<file path="config.mk">
export PLATFORM = sky130hd
export DESIGN_NAME = signal_debouncer
export DESIGN_NICKNAME = d
export VERILOG_FILES = /design/src/rtl/debounce_pkg.sv /design/src/rtl/bit_sync.sv /design/src/rtl/signal_debouncer.sv
export SDC_FILE = /design/constraint.sdc
export NUM_CORES = 1
export LEC_CHECK = 0
export CAP_MARGIN = 0
export CORE_AREA = 2 2 39 41
export CTS_BUF_LIST = sky130_fd_sc_hd__clkbuf_8
export DETAILED_ROUTE_END_ITERATION = 8
export DIE_AREA = 0 0 41 43
export PLACE_DENSITY = 0.65
export SETUP_SLACK_MARGIN = 0.2
export SYNTH_ARGS = -nofsm -noshare
export SYNTH_HDL_FRONTEND = slang
export SYNTH_HIERARCHICAL = 1
export SYNTH_SLANG_ARGS = --single-unit
</file>
<file path="constraint.sdc">
create_clock -name clk -period 1.6 [get_ports clk]
set_input_delay 0.16 -clock clk [delete_from_list [all_inputs] [get_ports clk]]
set_output_delay 0.16 -clock clk [all_outputs]
set_load 0.05 [all_outputs]
</file>
<file path="src/rtl/debounce_pkg.sv">
// Shared types and defaults for the signal debouncer: FSM state encoding,
// default parameter values and small state-classification helpers.
package debounce_pkg;

  localparam int unsigned DEF_SYNC_STAGES     = 32'd2;
  localparam int unsigned DEF_DEBOUNCE_CYCLES = 32'd16;

  typedef enum logic [1:0] {
    ST_LOW   = 2'b00,
    ARM_HIGH = 2'b01,
    ST_HIGH  = 2'b10,
    ARM_LOW  = 2'b11
  } deb_state_t;

  function automatic logic is_arm(input deb_state_t s);
    return (s == ARM_HIGH) || (s == ARM_LOW);
  endfunction

  // Stable state that corresponds to a given committed output level.
  function automatic deb_state_t stable_of(input logic level);
    return level ? ST_HIGH : ST_LOW;
  endfunction

endpackage

</file>
<file path="src/rtl/bit_sync.sv">
// Multi-flop synchronizer bringing an asynchronous level into the clk domain;
// q is the last stage of a DEPTH-deep chain cleared by asynchronous reset.
module bit_sync #(
  parameter int unsigned DEPTH = 32'd2
) (
  input  logic clk,
  input  logic rst_n,
  input  logic d,
  output logic q
);

  logic [DEPTH-1:0] r_chain;

  // shift chain, oldest sample at the top
  always_ff @(posedge clk or negedge rst_n) begin
    if (!rst_n) begin
      r_chain <= {DEPTH{1'b0}};
    end else begin
      r_chain <= {r_chain[DEPTH-2:0], d};
    end
  end

  assign q = r_chain[DEPTH-1];

endmodule

</file>
<file path="src/rtl/signal_debouncer.sv">
// Debounces an asynchronous level: synchronizes it, then only accepts a new
// level after it holds for DEBOUNCE_CYCLES consecutive enabled clocks.
module signal_debouncer
  import debounce_pkg::*;
#(
  parameter int unsigned SYNC_STAGES     = DEF_SYNC_STAGES,
  parameter int unsigned DEBOUNCE_CYCLES = DEF_DEBOUNCE_CYCLES
) (
  input  logic clk,
  input  logic rst_n,
  input  logic sig_in,
  input  logic en,
  output logic sig_out,
  output logic busy,
  output logic bounce
);

  localparam int unsigned CNT_W = $clog2(DEBOUNCE_CYCLES);
  localparam logic [CNT_W-1:0] CNT_ONE  = CNT_W'(1);
  localparam logic [CNT_W-1:0] CNT_LAST = CNT_W'(DEBOUNCE_CYCLES - 1);

  logic             w_sync;
  deb_state_t       r_state;
  deb_state_t       w_state_nxt;
  logic [CNT_W-1:0] r_cnt;
  logic [CNT_W-1:0] w_cnt_nxt;
  logic             r_sig_out;
  logic             w_sig_out_nxt;
  logic             r_busy;
  logic             r_bounce;
  logic             w_bounce_nxt;

  bit_sync #(
    .DEPTH (SYNC_STAGES)
  ) u_sync (
    .clk   (clk),
    .rst_n (rst_n),
    .d     (sig_in),
    .q     (w_sync)
  );

  // Next-state logic. An abort by the synchronized level takes priority over
  // a commit, so a toggle on the last qualifying clock yields a bounce.
  always_comb begin
    w_state_nxt   = r_state;
    w_cnt_nxt     = r_cnt;
    w_sig_out_nxt = r_sig_out;
    w_bounce_nxt  = 1'b0;
    case (r_state)
      ST_LOW: begin
        if (en && w_sync) begin
          w_state_nxt = ARM_HIGH;
          w_cnt_nxt   = CNT_ONE;
        end else begin
          w_state_nxt = ST_LOW;
          w_cnt_nxt   = {CNT_W{1'b0}};
        end
      end
      ARM_HIGH: begin
        if (!en) begin
          w_state_nxt = stable_of(r_sig_out);
          w_cnt_nxt   = {CNT_W{1'b0}};
        end else if (!w_sync) begin
          w_state_nxt  = ST_LOW;
          w_cnt_nxt    = {CNT_W{1'b0}};
          w_bounce_nxt = 1'b1;
        end else if (r_cnt == CNT_LAST) begin
          w_state_nxt   = ST_HIGH;
          w_cnt_nxt     = {CNT_W{1'b0}};
          w_sig_out_nxt = 1'b1;
        end else begin
          w_cnt_nxt = r_cnt + CNT_ONE;
        end
      end
      ST_HIGH: begin
        if (en && !w_sync) begin
          w_state_nxt = ARM_LOW;
          w_cnt_nxt   = CNT_ONE;
        end else begin
          w_state_nxt = ST_HIGH;
          w_cnt_nxt   = {CNT_W{1'b0}};
        end
      end
      ARM_LOW: begin
        if (!en) begin
          w_state_nxt = stable_of(r_sig_out);
          w_cnt_nxt   = {CNT_W{1'b0}};
        end else if (w_sync) begin
          w_state_nxt  = ST_HIGH;
          w_cnt_nxt    = {CNT_W{1'b0}};
          w_bounce_nxt = 1'b1;
        end else if (r_cnt == CNT_LAST) begin
          w_state_nxt   = ST_LOW;
          w_cnt_nxt     = {CNT_W{1'b0}};
          w_sig_out_nxt = 1'b0;
        end else begin
          w_cnt_nxt = r_cnt + CNT_ONE;
        end
      end
      default: begin
        w_state_nxt   = ST_LOW;
        w_cnt_nxt     = {CNT_W{1'b0}};
        w_sig_out_nxt = 1'b0;
      end
    endcase
  end

  // State, counter and all outputs update together; busy tracks the new state.
  always_ff @(posedge clk or negedge rst_n) begin
    if (!rst_n) begin
      r_state   <= ST_LOW;
      r_cnt     <= {CNT_W{1'b0}};
      r_sig_out <= 1'b0;
      r_busy    <= 1'b0;
      r_bounce  <= 1'b0;
    end else begin
      r_state   <= w_state_nxt;
      r_cnt     <= w_cnt_nxt;
      r_sig_out <= w_sig_out_nxt;
      r_busy    <= is_arm(w_state_nxt);
      r_bounce  <= w_bounce_nxt;
    end
  end

  assign sig_out = r_sig_out;
  assign busy    = r_busy;
  assign bounce  = r_bounce;

endmodule

</file>
==> results of run 1 <==
sequential cells by signal, indices dropped and copies added, names as in the netlist:
register and flops:
u_sync/r_chain 2, bounce 1, sig_out 1, r_cnt 4
r_state 2, busy 1
where the power goes:
part / internal (mW) / leakage [nW] / switching [mW]
Clock: 0.168 / 0.0269 / 0.102
Combinational: 0.0748 / 0.0916 / 0.0974
Sequential: 0.324 / 0.142 / 0.0470
Total: 0.567 / 0.261 / 0.246
layout make-up:
type,count,area share (%)
inverters,2,1.23
multi-input cells,27,34.0
clock inverters,1,0.617
flip-flops and latches,11,45.5
well taps,16,3.29
repair buffers,6,8.64
clock buffers,3,6.79
worst max-delay path: cells and delay by family, from the launching register on:
kind                       cells  cell delay [ns]
DFF                            1             0.44
adders and majority gates      1             0.20
and+or+nand+nor                2             0.38
AOI/OAI and AO/OA              1             0.17
synthesized netlist by cell type (2+ instances only):
cell       count  share of area, %
dfrtp_1       11                58
a21oi_1        3               3.1
nor2_1         3               2.4
a2bb2oi_1      2               3.7
a41oi_1        2               3.7
ha_1           2               5.2
inv_1          2               1.6
nand2_1        2               1.6
cells by family (layout without fill, tap and decap cells):
| family | after synthesis | count (layout) | share of synthesized area, % |
|---|---|---|---|
| xor gates and xnor gates | 2 | 2 | 3.68 |
| and+or+nand+nor | 13 | 13 | 17.3 |
| AOI/OAI and AO/OA | 10 | 10 | 14.4 |
| DFF | 11 | 11 | 57.7 |
| adders and majority gates | 2 | 2 | 5.25 |
| buffers and inverters | 2 | 12 | 1.58 |
cells in the final DEF, fill, tap and decap left out, types with 2 or more instances in the layout:
| cell type | count |
|---|---|
| clkdlybuf4s50_1 | 3 |
| dfrtp_1 | 10 |
| a2bb2oi_1 | 2 |
| a41oi_1 | 2 |
| clkbuf_8 | 3 |
| nand2_1 | 2 |
| inv_1 | 3 |
| a21oi_1 | 3 |
| nor2_1 | 3 |
| buf_4 | 3 |
how the worst min path moves through the flow:
stage,startpoint,to,slack (ns),cells past startpoint
6_report,rst_n,bounce,0.26,1
5_1_grt,rst_n,bounce,0.30,1
4_1_cts,rst_n,bounce,0.28,1
3_5_place_dp,u_sync/r_chain[0],u_sync/r_chain[1],0.34,0
3_3_place_gp,u_sync/r_chain[0],u_sync/r_chain[1],0.33,0
2_1_floorplan,rst_n,bounce,-0.14,0
metal layers:
metal / vias up / routed length (microns) / track usage, %
met4: 0 / 9 / 8.00
met2: 9 / 347 / 15.6
li1: 166 / - / -
met5: - / 0 / 0
met3: 2 / 56 / 3.14
met1: 154 / 376 / 15.4
stage by stage:
step,util [%],hold WS [ns]
floorplan,-,-0.136
global placement,39.7,0.333
detailed placement,39.7,0.337
CTS,42.9,0.276
global route,43.9,0.304
finish,43.9,0.259
repair_timing:
action / in CTS / in global routing
buffers inserted: 0 / 0
resized for setup: 0 / 3
endpoints found under the setup margin: 0 / 2
==> results.py, run 1 <==
metrics = {
    "status": {
        "run_status": "complete, no violations",
    },
    "logic_synthesis": {
        "yosysWarnings": 6,
        "syn_area_per_cell_sq_um": 11.9,
        "synth_cells": 40,
        "postSynth.asyncResetShare_pct": 100,
        "synth_edf_count": 0,
        "synth-seq-cells": 11,
        "ys_seq_area_share_pct": 57.7,
        "synth_cell_types": 21,
        "synth.cell_area_sq_um": 477,
        "mappedNetlistNets": 46,
        "ys.flop_type": "dfrtp_1",
    },
    "sta": {
        "min_period_over_period_pct": 79.7,
        "report.final.hold_viol_count": 0,
        "post-route-worst-setup-slack_ns": 0.325,
        "rsz0062_at_grt": "false",
        "slew_violations": 0,
        "final.setup_skew_ns": 0.00385,
        "period_needed_ns": 1.28,
        "worst_pin_slew_ns": 0.494,
        "fin_tns_setup_ns": 0,
        "clock.fmax_mhz": 784,
        "finalSetupViolCount": 0,
        "relSlewSlack_pct": 67.0,
    },
    "clocking": {
        "cts-htree-levels": 1,
        "numCtsBuffers": 3,
        "cts.reportedPaths.clkPinSlew_ns": 0.05,
        "clockRootBuffer": "clkbuf_8",
        "postCtsHoldBufs": 0,
        "clock_tree_from_tritoncts": "yes",
        "cts_sinks": 11,
        "cts_buffer_depth": 2,
        "clkLatencyLatePin_ns": 0.23,
    },
    "placed_design": {
        "pre_cts_ws_ns": 0.246,
        "dp.final_hpwl_microns": 548,
        "post-place-cells": 62,
        "port_buffers": 6,
        "instance_area_at_placement_sq_um": 549,
        "final_weighted_congestion_of_routability_driven_global_placement": 0.700,
    },
    "setup_path": {
        "critPathKind": "reg2reg",
        "rrSetupSlack_ns": 0.32,
        "slowest_cell_on_the_critical_path": "dfrtp_2",
        "path_cells": "and2_1, ha_1, nor4b_2, a2bb2oi_1",
        "setup.worst_path.end": "sig_out",
        "arrival_ns": 1.43,
        "startpoint_type": "register",
        "timing.rr.start": "r_state[0]",
        "r2r_cells": 4,
        "crit_path_max_incr_delay_ns": 0.44,
        "required_ns": 1.75,
        "worst-path-max-fanout": 8,
        "worst_setup_path_end_kind": "register",
        "crit_path_start": "r_state[0]",
        "worstReg2RegEnd": "sig_out",
    },
    "cells_and_area": {
        "fin_nets": 57,
        "multi_input_area_sq_um": 206,
        "finish.cell_count_without_fillers": 66,
        "final_cell_area_sq_um": 608,
        "antennaDiodeCount": 0,
        "final-seq-area_sq_um": 277,
        "final_layout_size_suffix_gt1_share_pct": 20.0,
        "synthToLayoutAreaGrowth_pct": 27.6,
        "fillCellCount": 130,
    },
    "detailed_routing": {
        "route.vias.total": 331,
        "detailedRoute.firstPassIterationCount": 4,
        "drt_drc_violations_left": 0,
        "detail_route.iter0.violations": 4,
        "drt-vias-per-instance": 5.02,
        "ant_nets": 0,
        "wl_per_cell_microns": 12.0,
        "drt_wl_total_microns": 790,
    },
    "flow_run": {
        "timing.max_cap.violations": 0,
    },
    "die": {
        "chipWidth_microns": 41,
        "core_area_sq_mm": 0.00138,
        "die_outline_area_sq_mm": 0.00176,
        "fp-row-count": 14,
        "die-height_microns": 43,
        "io_pins": 7,
        "initial_core_util_pct": 34.4,
    },
    "global_route": {
        "first_global_vias": 337,
        "grt_antenna_before_repair": 0,
        "grt_overflow": 0,
        "total_routing_resource_utilization_after_global_routing_pct": 11.6,
        "wire_length_of_the_first_global_routing_pass_microns": 1350,
        "pin_count_of_the_biggest_net_entering_global_routing": 12,
    },
    "power": {
        "power_per_cell_area_mw_per_mm2": 1340,
        "design_power_total_uw": 813,
        "p_leak_nw": 0.261,
        "max-vdd-ir-drop_mv": 0.661,
    },
    "min_path": {
        "path_category_of_the_worst_min_delay_check": "in2async",
    },
}
No activity file was read; power rests on OpenSTA's default activity.
==> run 2, diff against run 1 <==
--- a/config.mk
+++ b/config.mk
@@ -10,7 +10,7 @@
 export CTS_BUF_LIST = sky130_fd_sc_hd__clkbuf_8
 export DETAILED_ROUTE_END_ITERATION = 8
 export DIE_AREA = 0 0 41 43
-export PLACE_DENSITY = 0.65
+export PLACE_DENSITY = 0.67
 export SETUP_SLACK_MARGIN = 0.2
 export SYNTH_ARGS = -nofsm -noshare
 export SYNTH_HDL_FRONTEND = slang
==> constraint.sdc (replaced) <==
create_clock -name clk -period 1.1 [get_ports clk]
set_input_delay 0.11 -clock clk [delete_from_list [all_inputs] [get_ports clk]]
set_output_delay 0.11 -clock clk [all_outputs]
set_load 0.05 [all_outputs]
==> results.py, run 2 (synthesis gave the netlist of run 1 again) <==
metrics = {
    "die": {
        "chipWidth_microns": 41,
        "initial_core_util_pct": 34.4,
        "io_pins": 7,
        "fp-row-count": 14,
        "core_area_sq_mm": 0.00138,
        "die_outline_area_sq_mm": 0.00176,
        "die-height_microns": 43,
    },
    "global_route": {
        "gr_peak_layer": "met1",
        "pin_count_of_the_biggest_net_entering_global_routing": 12,
        "first_global_vias": 404,
        "wire_length_of_the_first_global_routing_pass_microns": 1720,
        "grt_antenna_before_repair": 0,
        "grt_use_met1_pct": 21.2,
        "grt_overflow": 0,
        "met2_usage_pct": 20.6,
        "global_route.usage.met3_pct": 3.14,
        "total_routing_resource_utilization_after_global_routing_pct": 14.9,
    },
    "sta": {
        "fin_tns_setup_ns": -0.325,
        "clock.fmax_mhz": 846,
        "relSlewSlack_pct": 88.3,
        "finalSetupViolCount": 7,
        "period_needed_ns": 1.18,
        "min_period_over_period_pct": 107,
        "report.final.hold_viol_count": 0,
        "slew_violations": 0,
        "worst_pin_slew_ns": 0.175,
        "final.setup_skew_ns": 0.00422,
        "post-route-worst-setup-slack_ns": -0.0818,
        "rsz0062_at_grt": "true",
    },
    "detailed_routing": {
        "wl_per_cell_microns": 13.4,
        "detail_route.iter0.violations": 6,
        "detailedRoute.firstPassIterationCount": 2,
        "drt_wl_total_microns": 1070,
        "drt-vias-per-instance": 4.90,
        "ant_nets": 0,
        "drt_drc_violations_left": 0,
        "route.vias.total": 392,
    },
    "cells_and_area": {
        "top_regs": "r_cnt (4), r_state (2), u_sync/r_chain (2)",
        "layout.cells.most_common": "buf_4",
        "final_util_pct": 62.7,
        "final_cell_area_sq_um": 868,
        "max_reg_flops": 4,
        "largest_register": "r_cnt",
        "final_layout_size_suffix_gt1_share_pct": 62.5,
        "fin_nets": 71,
        "synthToLayoutAreaGrowth_pct": 82.2,
        "fillCellCount": 115,
        "final_cell_mix": "buf_4, dfrtp_1",
        "antennaDiodeCount": 0,
    },
    "power": {
        "p_int_mw": 1.03,
        "max-vdd-ir-drop_mv": 0.899,
        "power.share.clock_pct": 26.3,
        "combinationalPowerShare_pct": 39.6,
        "design_power_total_mw": 1.52,
        "power_frac_seq_pct": 34.1,
        "power_switching_uw": 486,
        "power_per_cell_area_mw_per_mm2": 1750,
        "netSwitchingFraction_pct": 32.0,
        "p_leak_nw": 0.359,
    },
    "placed_design": {
        "final_weighted_congestion_of_routability_driven_global_placement": 0.698,
        "dp.final_hpwl_microns": 698,
        "instance_area_at_placement_sq_um": 693,
        "port_buffers": 6,
    },
    "clocking": {
        "cts_sinks": 11,
        "cts_buffer_depth": 2,
        "numCtsBuffers": 3,
        "clockRootBuffer": "clkbuf_8",
        "cts.reportedPaths.clkPinSlew_ns": 0.05,
        "cts-htree-levels": 1,
        "clock_tree_from_tritoncts": "yes",
        "postCtsHoldBufs": 0,
        "clkLatencyLatePin_ns": 0.24,
    },
    "status": {
        "run_status": "finished with violations",
        "violations": "negative setup slack",
    },
    "setup_path": {
        "crit_path_start": "r_state[1]",
        "setup.worst_path.end": "sig_out",
        "required_ns": 1.26,
        "critPathKind": "reg2reg",
        "worst-path-max-fanout": 2,
        "worst_setup_path_end_kind": "register",
        "rrSetupSlack_ns": -0.08,
        "worstReg2RegEnd": "sig_out",
        "startpoint_type": "register",
        "arrival_ns": 1.34,
        "timing.rr.start": "r_state[1]",
        "r2r_cells": 4,
    },
    "min_path": {
        "path_category_of_the_worst_min_delay_check": "in2async",
    },
    "flow_run": {
        "timing.max_cap.violations": 0,
    },
}
==> run 2: cell count changes in the layout (fill, tap and decap cells not counted), sizes merged <==
cell	change
buf	+14
clkinv	+1
inv	-1
==> run 2: layer usage <==
metal	part of all wire, %	routed length, microns	vias up
met4	0	0	0
met2	51	550	6
met5	0	0	-
met3	2.4	26	0
met1	46	496	196
li1	-	-	190
==> run 2: worst min-delay path by stage <==
stage,depth (start not counted),from,to
detailed placement,0,u_sync/r_chain[0],u_sync/r_chain[1]
global route,2,rst_n,r_state[0]
finish,2,rst_n,sig_out
CTS,2,rst_n,sig_out
floorplan,0,rst_n,bounce
global placement,0,u_sync/r_chain[0],u_sync/r_chain[1]
==> run 2: area by class of cell <==
class                   instances  area, sq um  share of cell area (%)
inverters                       2         7.51                   0.865
multi-input cells              27          315                    36.3
repair buffers                 20          203                    23.3
flip-flops and latches         11          277                    31.8
clock buffers                   3         41.3                    4.76
well taps                      16         20.0                    2.31
clock inverters                 1         5.00                   0.576
==> run 2: power by group through the flow <==
stage | combinational (mW) | clock, mW | sequential [mW]
detailed placement | 0.429 | 0 | 0.522
global route | 0.652 | 0.440 | 0.524
finish | 0.601 | 0.400 | 0.518
global placement | 0.420 | 0 | 0.521
CTS | 0.492 | 0.413 | 0.517
floorplan | 0.142 | 0 | 0.593
==> run 2: metrics by stage <==
step,hold WS [ns],instances,setup WS [ns]
after CTS,0.175,78,-0.0946
after global routing,0.189,80,-0.141
final,0.179,80,-0.0818
after detailed placement,0.339,72,-0.0943
after global placement,0.333,72,-0.0426
after floorplan,-0.186,40,-0.0812
==> run 2: worst max-delay path, stage by stage, from the launching register on <==
cell and delay (ns):
dfrtp_1 0.37, and2_4 0.16, ha_4 0.16, nor4b_4 0.23, a2bb2oi_1 0.18
==> run 2: repair_timing <==
item / 4_1_cts / 5_1_grt
pin swaps: 5 / 5
setup endpoints to repair: 10 / 12
resized for setup: 10 / 9
setup buffers: 2 / 2
gates cloned: 0 / 0
==> run 3, diff against run 2 <==
--- a/config.mk
+++ b/config.mk
@@ -10,6 +10,7 @@
 export CTS_BUF_LIST = sky130_fd_sc_hd__clkbuf_8
 export DETAILED_ROUTE_END_ITERATION = 8
 export DIE_AREA = 0 0 41 43
+export GPL_ROUTABILITY_DRIVEN = 0
 export PLACE_DENSITY = 0.67
 export SETUP_SLACK_MARGIN = 0.2
 export SYNTH_ARGS = -nofsm -noshare
==> results of run 3 <==
Same layout as run 2: the final DEF is identical, and so are final timing and power.
